File: src/rtl/lcd_ctrl_pkg.sv
// Shared types and constants for the HD44780 character-LCD sequencer.
package lcd_ctrl_pkg;

    typedef enum logic [2:0] {
        S_PWRUP,
        S_INIT,
        S_SETUP,
        S_ENHI,
        S_HOLD,
        S_WAIT,
        S_IDLE
    } lcd_state_e;

    localparam logic [7:0] LCD_FUNC_SET = 8'h38;
    localparam logic [7:0] LCD_DISP_ON  = 8'h0C;
    localparam logic [7:0] LCD_CLEAR    = 8'h01;
    localparam logic [7:0] LCD_HOME     = 8'h02;
    localparam logic [7:0] LCD_ENTRY    = 8'h06;

    localparam int LCD_INIT_LEN = 6;

    // Larger of two integers, used to size the shared phase timer.
    function automatic int max2(input int a, input int b);
        return (a > b) ? a : b;
    endfunction

endpackage

File: src/rtl/lcd_timer.sv
// Loadable down-counter; zero flags the last cycle of the current phase.
module lcd_timer #(
    parameter int WIDTH = 8
) (
    input  logic             clk,
    input  logic             rst_n,
    input  logic             load,
    input  logic [WIDTH-1:0] value,
    output logic             zero
);

    logic [WIDTH-1:0] count_reg;

    // Load has priority; otherwise count down and park at zero.
    always_ff @(posedge clk or negedge rst_n) begin
        if (!rst_n) begin
            count_reg <= '0;
        end else if (load) begin
            count_reg <= value;
        end else if (count_reg != '0) begin
            count_reg <= count_reg - WIDTH'(1);
        end
    end

    assign zero = (count_reg == '0);

endmodule

File: src/rtl/lcd_ctrl.sv
// HD44780 sequencer: power-up init, then one byte per valid/ready handshake
// with EN/RS/DATA timing generated in hardware. All outputs are registered.
module lcd_ctrl
    import lcd_ctrl_pkg::*;
#(
    parameter int T_PWRUP = 750000,
    parameter int T_SETUP = 2,
    parameter int T_EN    = 12,
    parameter int T_HOLD  = 2,
    parameter int T_CMD   = 2000,
    parameter int T_CLR   = 82000
) (
    input  logic       i_clk,
    input  logic       i_reset,
    input  logic       i_req_vld,
    input  logic       i_req_rs,
    input  logic [7:0] i_req_data,
    output logic       o_req_rdy,
    output logic       o_init_done,
    output logic       o_lcd_on,
    output logic       o_lcd_blon,
    output logic       o_lcd_en,
    output logic       o_lcd_rs,
    output logic       o_lcd_rw,
    output logic [7:0] o_lcd_data
);

    localparam int T_MAX = max2(max2(max2(T_PWRUP, T_SETUP), max2(T_EN, T_HOLD)),
                                max2(T_CMD, T_CLR));
    localparam int TW = $clog2(T_MAX) + 1;

    // Each phase loads T-1 so that it lasts exactly T cycles.
    localparam logic [TW-1:0] LD_PWRUP = TW'(T_PWRUP - 1);
    localparam logic [TW-1:0] LD_SETUP = TW'(T_SETUP - 1);
    localparam logic [TW-1:0] LD_EN    = TW'(T_EN - 1);
    localparam logic [TW-1:0] LD_HOLD  = TW'(T_HOLD - 1);
    localparam logic [TW-1:0] LD_CMD   = TW'(T_CMD - 1);
    localparam logic [TW-1:0] LD_CLR   = TW'(T_CLR - 1);
    localparam logic [2:0]    IDX_LAST = 3'(LCD_INIT_LEN - 1);

    lcd_state_e      state_reg, state_next;
    logic            en_reg, en_next;
    logic            rs_reg, rs_next;
    logic [7:0]      data_reg, data_next;
    logic            rdy_reg, rdy_next;
    logic            done_reg, done_next;
    logic            on_reg, on_next;
    logic [2:0]      idx_reg, idx_next;
    logic            tmr_load;
    logic [TW-1:0]   tmr_value;
    logic            tmr_zero;
    logic            slow_cmd;

    // Initialisation command sequence.
    function automatic logic [7:0] init_rom(input logic [2:0] idx);
        case (idx)
            3'd0, 3'd1, 3'd2: return LCD_FUNC_SET;
            3'd3:             return LCD_DISP_ON;
            3'd4:             return LCD_CLEAR;
            3'd5:             return LCD_ENTRY;
            default:          return LCD_FUNC_SET;
        endcase
    endfunction

    lcd_timer #(.WIDTH(TW)) u_timer (
        .clk   (i_clk),
        .rst_n (i_reset),
        .load  (tmr_load),
        .value (tmr_value),
        .zero  (tmr_zero)
    );

    // Clear and home need the long busy wait; everything else the short one.
    assign slow_cmd = !rs_reg && ((data_reg == LCD_CLEAR) || (data_reg == LCD_HOME));

    // State and output registers; reset drops EN immediately.
    always_ff @(posedge i_clk or negedge i_reset) begin
        if (!i_reset) begin
            state_reg <= S_PWRUP;
            en_reg    <= 1'b0;
            rs_reg    <= 1'b0;
            data_reg  <= 8'h00;
            rdy_reg   <= 1'b0;
            done_reg  <= 1'b0;
            on_reg    <= 1'b0;
            idx_reg   <= 3'd0;
        end else begin
            state_reg <= state_next;
            en_reg    <= en_next;
            rs_reg    <= rs_next;
            data_reg  <= data_next;
            rdy_reg   <= rdy_next;
            done_reg  <= done_next;
            on_reg    <= on_next;
            idx_reg   <= idx_next;
        end
    end

    // Next-state and next-output logic; phase ends when the timer hits zero.
    always_comb begin
        state_next = state_reg;
        en_next    = en_reg;
        rs_next    = rs_reg;
        data_next  = data_reg;
        rdy_next   = rdy_reg;
        done_next  = done_reg;
        on_next    = on_reg;
        idx_next   = idx_reg;
        tmr_load   = 1'b0;
        tmr_value  = '0;
        case (state_reg)
            S_PWRUP: begin
                if (!on_reg) begin
                    // First cycle out of reset: power the panel, start the wait.
                    on_next   = 1'b1;
                    tmr_load  = 1'b1;
                    tmr_value = LD_PWRUP;
                end else if (tmr_zero) begin
                    state_next = S_INIT;
                end
            end
            S_INIT: begin
                rs_next    = 1'b0;
                data_next  = init_rom(idx_reg);
                tmr_load   = 1'b1;
                tmr_value  = LD_SETUP;
                state_next = S_SETUP;
            end
            S_SETUP: begin
                if (tmr_zero) begin
                    en_next    = 1'b1;
                    tmr_load   = 1'b1;
                    tmr_value  = LD_EN;
                    state_next = S_ENHI;
                end
            end
            S_ENHI: begin
                if (tmr_zero) begin
                    en_next    = 1'b0;
                    tmr_load   = 1'b1;
                    tmr_value  = LD_HOLD;
                    state_next = S_HOLD;
                end
            end
            S_HOLD: begin
                if (tmr_zero) begin
                    tmr_load   = 1'b1;
                    tmr_value  = slow_cmd ? LD_CLR : LD_CMD;
                    state_next = S_WAIT;
                end
            end
            S_WAIT: begin
                if (tmr_zero) begin
                    if (!done_reg) begin
                        idx_next = idx_reg + 3'd1;
                        if (idx_reg == IDX_LAST) begin
                            done_next  = 1'b1;
                            rdy_next   = 1'b1;
                            state_next = S_IDLE;
                        end else begin
                            state_next = S_INIT;
                        end
                    end else begin
                        rdy_next   = 1'b1;
                        state_next = S_IDLE;
                    end
                end
            end
            S_IDLE: begin
                if (i_req_vld && rdy_reg) begin
                    rs_next    = i_req_rs;
                    data_next  = i_req_data;
                    rdy_next   = 1'b0;
                    tmr_load   = 1'b1;
                    tmr_value  = LD_SETUP;
                    state_next = S_SETUP;
                end
            end
            default: begin
                state_next = S_PWRUP;
            end
        endcase
    end

    assign o_req_rdy   = rdy_reg;
    assign o_init_done = done_reg;
    assign o_lcd_on    = on_reg;
    assign o_lcd_blon  = on_reg;
    assign o_lcd_en    = en_reg;
    assign o_lcd_rs    = rs_reg;
    assign o_lcd_rw    = 1'b0;
    assign o_lcd_data  = data_reg;

endmodule

File: config.mk
export PLATFORM = sky130hd
export DESIGN_NAME = lcd_ctrl
export DESIGN_NICKNAME = d
export VERILOG_FILES = /design/src/rtl/lcd_ctrl_pkg.sv /design/src/rtl/lcd_timer.sv /design/src/rtl/lcd_ctrl.sv
export SDC_FILE = /design/constraint.sdc
export NUM_CORES = 1
export LEC_CHECK = 0
export ABC_AREA = 1
export CAP_MARGIN = 30
export CORE_ASPECT_RATIO = 1.25
export CORE_MARGIN = 5
export CORE_UTILIZATION = 63
export DETAILED_ROUTE_END_ITERATION = 8
export DONT_BUFFER_PORTS = 1
export PLACE_DENSITY = 0.87
export SLEW_MARGIN = 15
export SYNTH_ARGS = -nofsm -noshare
export SYNTH_HDL_FRONTEND = slang
export SYNTH_SLANG_ARGS = --single-unit
File: constraint.sdc
create_clock -name i_clk -period 2.2 [get_ports i_clk]
set_input_delay 0.11 -clock i_clk [delete_from_list [all_inputs] [get_ports i_clk]]
set_output_delay 0.11 -clock i_clk [all_outputs]
set_load 0.01 [all_outputs]
* Word-level counts from Yosys, hierarchy flattened
Cells that the tools add are included.
Word-level totals: register bits after elaboration 40, latch bits 0, bits in writable memories 0, memory bits (read-only) 0, output and inout port bits 15, memories kept 0
Cells by class: add/sub/neg operators 2, multipliers 0, divide/modulo/power cells 0, $lt $le $gt $ge 0, equality and inequality tests 19, shift operators 0, mux-type cells 38, bitwise operators 1, reduce and logical (&&, ||, !) cells 18
Operators with widths (number):
- 20-bit case mux with 6 select lines | 1
- 21-bit 2-to-1 mux | 2
- 17-bit 2-to-1 mux | 2
- 3-bit 2-to-1 mux | 9
- 21-bit zero test | 1
- 3-bit case mux with 7 select lines | 1
- 21-bit nonzero test | 1
- 21-bit by 1-bit subtractor with 21-bit output, second input constant | 1
- 20-bit 2-to-1 mux | 1
- 6-bit case mux with 3 select lines | 1
- 8-bit case mux with 2 select lines | 1
- 3-bit equality test, second input constant | 5
- 1-bit 2-to-1 mux | 14
- 2-bit inequality test, second input constant | 7
- 3-bit by 2-bit equality test with 1-bit output, second input constant | 3
- 8-bit by 1-bit equality test with 1-bit output, second input constant | 1
- 8-bit by 2-bit equality test with 1-bit output, second input constant | 1
- 8-bit 2-to-1 mux | 1
- 2-bit nonzero test | 4
- 7-bit AND reduction | 1
- 1-bit case mux with 2 select lines | 3
- 3-bit AND reduction | 2
- 4-bit 2-to-1 mux | 1
- 1-bit case mux with 4 select lines | 1
- 11 further kinds | 13

* Depth between registers and ports, before layout
depth after elaboration 7, mapped depth 12, depth with buffers taken out 11

* Cells and area by module
From an unflattened synthesis, not the netlist that was laid out.
Second synthesis, totals: cell total of the unflattened synthesis 386, area total of the unflattened synthesis 2756.4 sq um
By module, submodules not included:
- lcd_timer | times used 1, cells an instance 225, area each 1517.7 sq um, sequential area each 525.5 sq um
- lcd_ctrl | times used 1, cells an instance 161, area each 1238.7 sq um, sequential area each 475.5 sq um

* Worst setup path after synthesis
OpenSTA, ideal clock, no wires.
kind register -> register, start point register u_timer.count_reg[0], end point register u_timer.count_reg[8], library setup time 0.117 ns, arrival time 1.497 ns, data required time 2.083 ns, path slack 0.586 ns, stages on the path, launching flop included 13, clock period less this slack 1.614 ns, cells stage by stage dfrtp_1 > inv_1 > ha_1 > nand2_2 > nor2_1 > nand2_1 > nor2_4 > nand2_2 > nand2_4 > buf_6 > nor2_1 > nor2_1 > nor2_1
On the way: cells in the longest elaborated chain, start to end 4
RTL lines:
- start: declaration | RTL line lcd_timer.sv:12 | logic [WIDTH-1:0] count_reg;
- start signal: assignment | RTL line lcd_timer.sv:19 | count_reg <= value;
- start signal: assignment | RTL line lcd_timer.sv:21 | count_reg <= count_reg - WIDTH'(1);
- branches (longest 4 deep; another with 21-bit by 1-bit subtractor with 21-bit output)
Several ways; the timed one is not identified. The select of a mux whose other input is x is not followed. A chain may end at the register's enable or synchronous reset.

* Worst setup path in the final report
start point register u_timer.count_reg[0], end point register u_timer.count_reg[17]
On the way: cells in the longest elaborated chain, start to end 4
RTL lines:
- branches (longest 4 deep; another with 21-bit by 1-bit subtractor with 21-bit output)
Several ways; the timed one is not identified. The select of a mux whose other input is x is not followed.

==> metrics list <==
- Status: finished clean
- Measured in cells, the most critical reg-to-reg path has a length of 11.
- The smallest clock period supported by the final layout is computed as 1850 ps.
- Layout Area Growth over Synthesis: 9.92%
- TritonCTS built the clock tree.
- The number of placed instances, taps included, is 374.
* Port buffer count: 0
* Synth top area share: 40.9%
- The most used flip-flop cell after synthesis is sky130_fd_sc_hd__dfrtp_1.
- The cell that appears most often on the critical path is sky130_fd_sc_hd__nand2_1.
* Initial antenna violation count: 0
- Via-to-Cell Ratio: 5.27
- For this design the ratio of total power to cell area is 517 nW/um^2.
- Sequential share of the synthesized area: 40.9%
- Crit path max-delay cell type: sky130_fd_sc_hd__dfrtp_1
- Total standard cell area after synthesis: 2450 sq um
- Clock tree synthesis selected as its root buffer the cell sky130_fd_sc_hd__clkbuf_8.
- Rows: 25
* Maximum level of the CTS H-tree: 2
* Pin count of the biggest net entering global routing: 41
- Dividing the detail-routed wire length by the instance count gives 13.6 microns.
- On the worst path, the slowest cell contributes a delay of 400 ps.
* Placed cell areas: 2480 sq um
- By count the netlist is led by 78 x sky130_fd_sc_hd__nand2_1, 47 x sky130_fd_sc_hd__nor2_1, 40 x sky130_fd_sc_hd__dfrtp_1, 40 x sky130_fd_sc_hd__inv_1, 21 x sky130_fd_sc_hd__nand3_1.
- Hold Path Cell Cnt: 2
- The completed layout was analyzed and its total power is 1.39 mW.
- Die X-Extent: 65.7 microns
* # Max-Cap Violations: 0
- Measured on the finished design, the core utilization comes to 71.0%.
- The repair_antennas step left the layout with diodes totalling 0.
- After the first detailed-routing iteration, the DRC count stood at 132.
- VDD sags by at most 0.000532 V.
* Number of setup buffers added after CTS: 0
* Critical path arrival: 2030 ps
- Measured along the y axis, the die boundary spans 79.7 microns.
* Average instance area after synthesis: 7.55 sq um
- Setup violations remaining at the end of the flow were counted as 0.
- Wire length of the first global-routing pass: 9.45 mm
- The critical path goes through inv_1 -> ha_1 -> nand2_2 -> nor2_4 -> nand2_2 -> nor2_2 -> nand2_1 -> nand2_1 -> inv_1 -> nand2_1 -> nand2_1.
- Counting along the longest clock path gives a buffer depth of 2.
- Classification of the worst-slack hold path: in -> reg
- Gpl congestion: 0.924
- Portion of the clock cycle consumed by the worst path in the final layout: 83.9%
- The detail route stage leaves a number of antenna-violating nets equal to 0.
- At the worst endpoint, the required time is 2390 ps.
- Routed via count: 2055
- For this run, the number of Yosys warnings is 0.
- Clock Skew: 8.62 ps
- Grt ovf: 0
* Type of the setup path with the least slack: reg -> reg
* GR Util All Layers: 23.3%
* Clock insertion delay at the later pin of the skew report: 300 ps
- Sum of net half-perimeters after detailed placement: 3.91 mm
- Highest Clock Rate: 0.542 GHz
* I/O pins: 27
* Async SR Flop Fraction: 100%
- CTS saw 40 sinks.
- After detailed routing, the total wire length is 5.30 mm.
* Peak-usage layer in the global routing report: met2
- Cells taking the most area after synthesis: sky130_fd_sc_hd__dfrtp_1 41%, sky130_fd_sc_hd__nand2_1 12%, sky130_fd_sc_hd__nor2_1 7.2%
- In the post-route analysis, the smallest setup slack over all paths is 354 ps.
- Static Leakage: 1.27 nW
- Number of global-route vias before repair: 2242
* Inserted Clock Buffers: 5
- For this configuration, the core starts out at a cell density of 64.6%.
- Yosys reg bits: 40
* Post-layout net count: 352
* Most repeated cell in the gate-level netlist after synthesis: sky130_fd_sc_hd__nand2_1
- Area of all placed cells without fillers: 2690 sq um
* Sum Neg Setup Slack: 0 ps
- Counting distinct cell types in the post-synthesis netlist gives 33.
* Post-Synthesis Cells: 324
- The register with the most flip-flops in the layout has 21 of them.
- The number of slew-limit violations in the final report is 0.
- Number of hold violations in the final report: 0
* Floorplan die area: 5240 sq um
- Number of enable flip-flop cells after synthesis: 0
* Share of post-route cells with drive strength above 1: 10.7%
- Area of the core: 3780 sq um
* Type of origin of the critical path: flop
- Iteration count of the initial detailed-routing pass: 4
- Worst Hold Slack: 25.8 ps
- After clock tree synthesis, the clock-pin slew on the worst setup and hold paths is 90 ps.
* Met3 routing resource usage after global routing: 6.34%
* Non-Filler Instances: 390
- Before CTS, the worst setup slack after placement is 359 ps.
- Leading area contributor after synthesis: sky130_fd_sc_hd__dfrtp_1
- For this run, global-route usage on met1 was measured as 24.4%.
- Setup repair after global routing missed its margin: false
- Met2 Usage GRT: 41.6%
* Total nets after synthesis: 341
- CP Capture Type: flop
- For this run, design rule violations remaining after detail routing come to 0.
- Peak fanout along the critical path: 6
cell families after synthesis:
family | share of synthesized area, %
fa+ha+maj | 2.56
buf+inv | 8.64
flops | 40.9
simple gates | 34.5
other cells | 0.153
xor+xnor | 6.09
compound gates | 7.11
cell usage in the layout (no fill, tap or decap), drive strengths merged:
| master | n |
|---|---|
| and2 | 1 |
| inv | 44 |
| a2bb2oi | 1 |
| clkbuf | 5 |
| o221ai | 1 |
| nor2 | 59 |
| nand4 | 4 |
| nor3 | 9 |
| dlygate4sd3 | 7 |
| clkinv | 2 |
| ha | 5 |
| nand2 | 84 |
| buf | 3 |
| nand3b | 2 |
| bufinv | 1 |
| o211ai | 1 |
| dfrtp | 40 |
| conb | 1 |
| a21oi | 6 |
| nand3 | 23 |
| xor2 | 12 |
| a221oi | 1 |
| xnor2 | 5 |
| o21ai | 16 |
| a31oi | 3 |
repair_timing:
action                    in CTS  in global routing
hold buffers                   8                  0
hold endpoints to repair      46                  0
resized for setup              0                  0
layout make-up:
| type | count | area, sq um |
|---|---|---|
| multi-input combinational | 234 | 1230 |
| fill | 301 | 1100 |
| sequential | 40 | 1000 |
| inverter | 44 | 165 |
| timing repair buffer | 10 | 105 |
| clock buffer | 5 | 68.8 |
| tap | 54 | 67.6 |
| clock inverter | 3 | 47.5 |
critical path: cells and delay by family, from the launching register on:
family / cells / cell delay, ps
flip-flops: 1 / 400
AND/OR/NAND/NOR: 8 / 900
adder cells (fa/ha/maj): 1 / 210
buffers and inverters: 2 / 230
path summary, 6_finish.rpt:
path / startpoint / end / slack [ps]
max: u_timer.count_reg[0] / u_timer.count_reg[17] / 350
min: i_req_data[2] / o_lcd_data[2] / 30
max reg2reg: u_timer.count_reg[0] / u_timer.count_reg[17] / 350
min reg2reg: u_timer.count_reg[1] / u_timer.count_reg[1] / 520
max in group asynchronous: i_reset / state_reg[2] / 1720
min in group asynchronous: i_reset / o_req_rdy / 290
layer usage:
| layer | wire (microns) | vias to the layer above |
|---|---|---|
| met3 | 270 | 21 |
| li1 | - | 1038 |
| met5 | 0 | - |
| met1 | 2110 | 941 |
| met2 | 2740 | 55 |
| met4 | 178 | 0 |
power by group:
part           switching [mW]  total [mW]  internal (mW)
registers             0.00128       0.737          0.735
clock network           0.279       0.620          0.342
logic                  0.0198      0.0331         0.0134
total                   0.300        1.39           1.09
(Power assumes the default switching activity.)
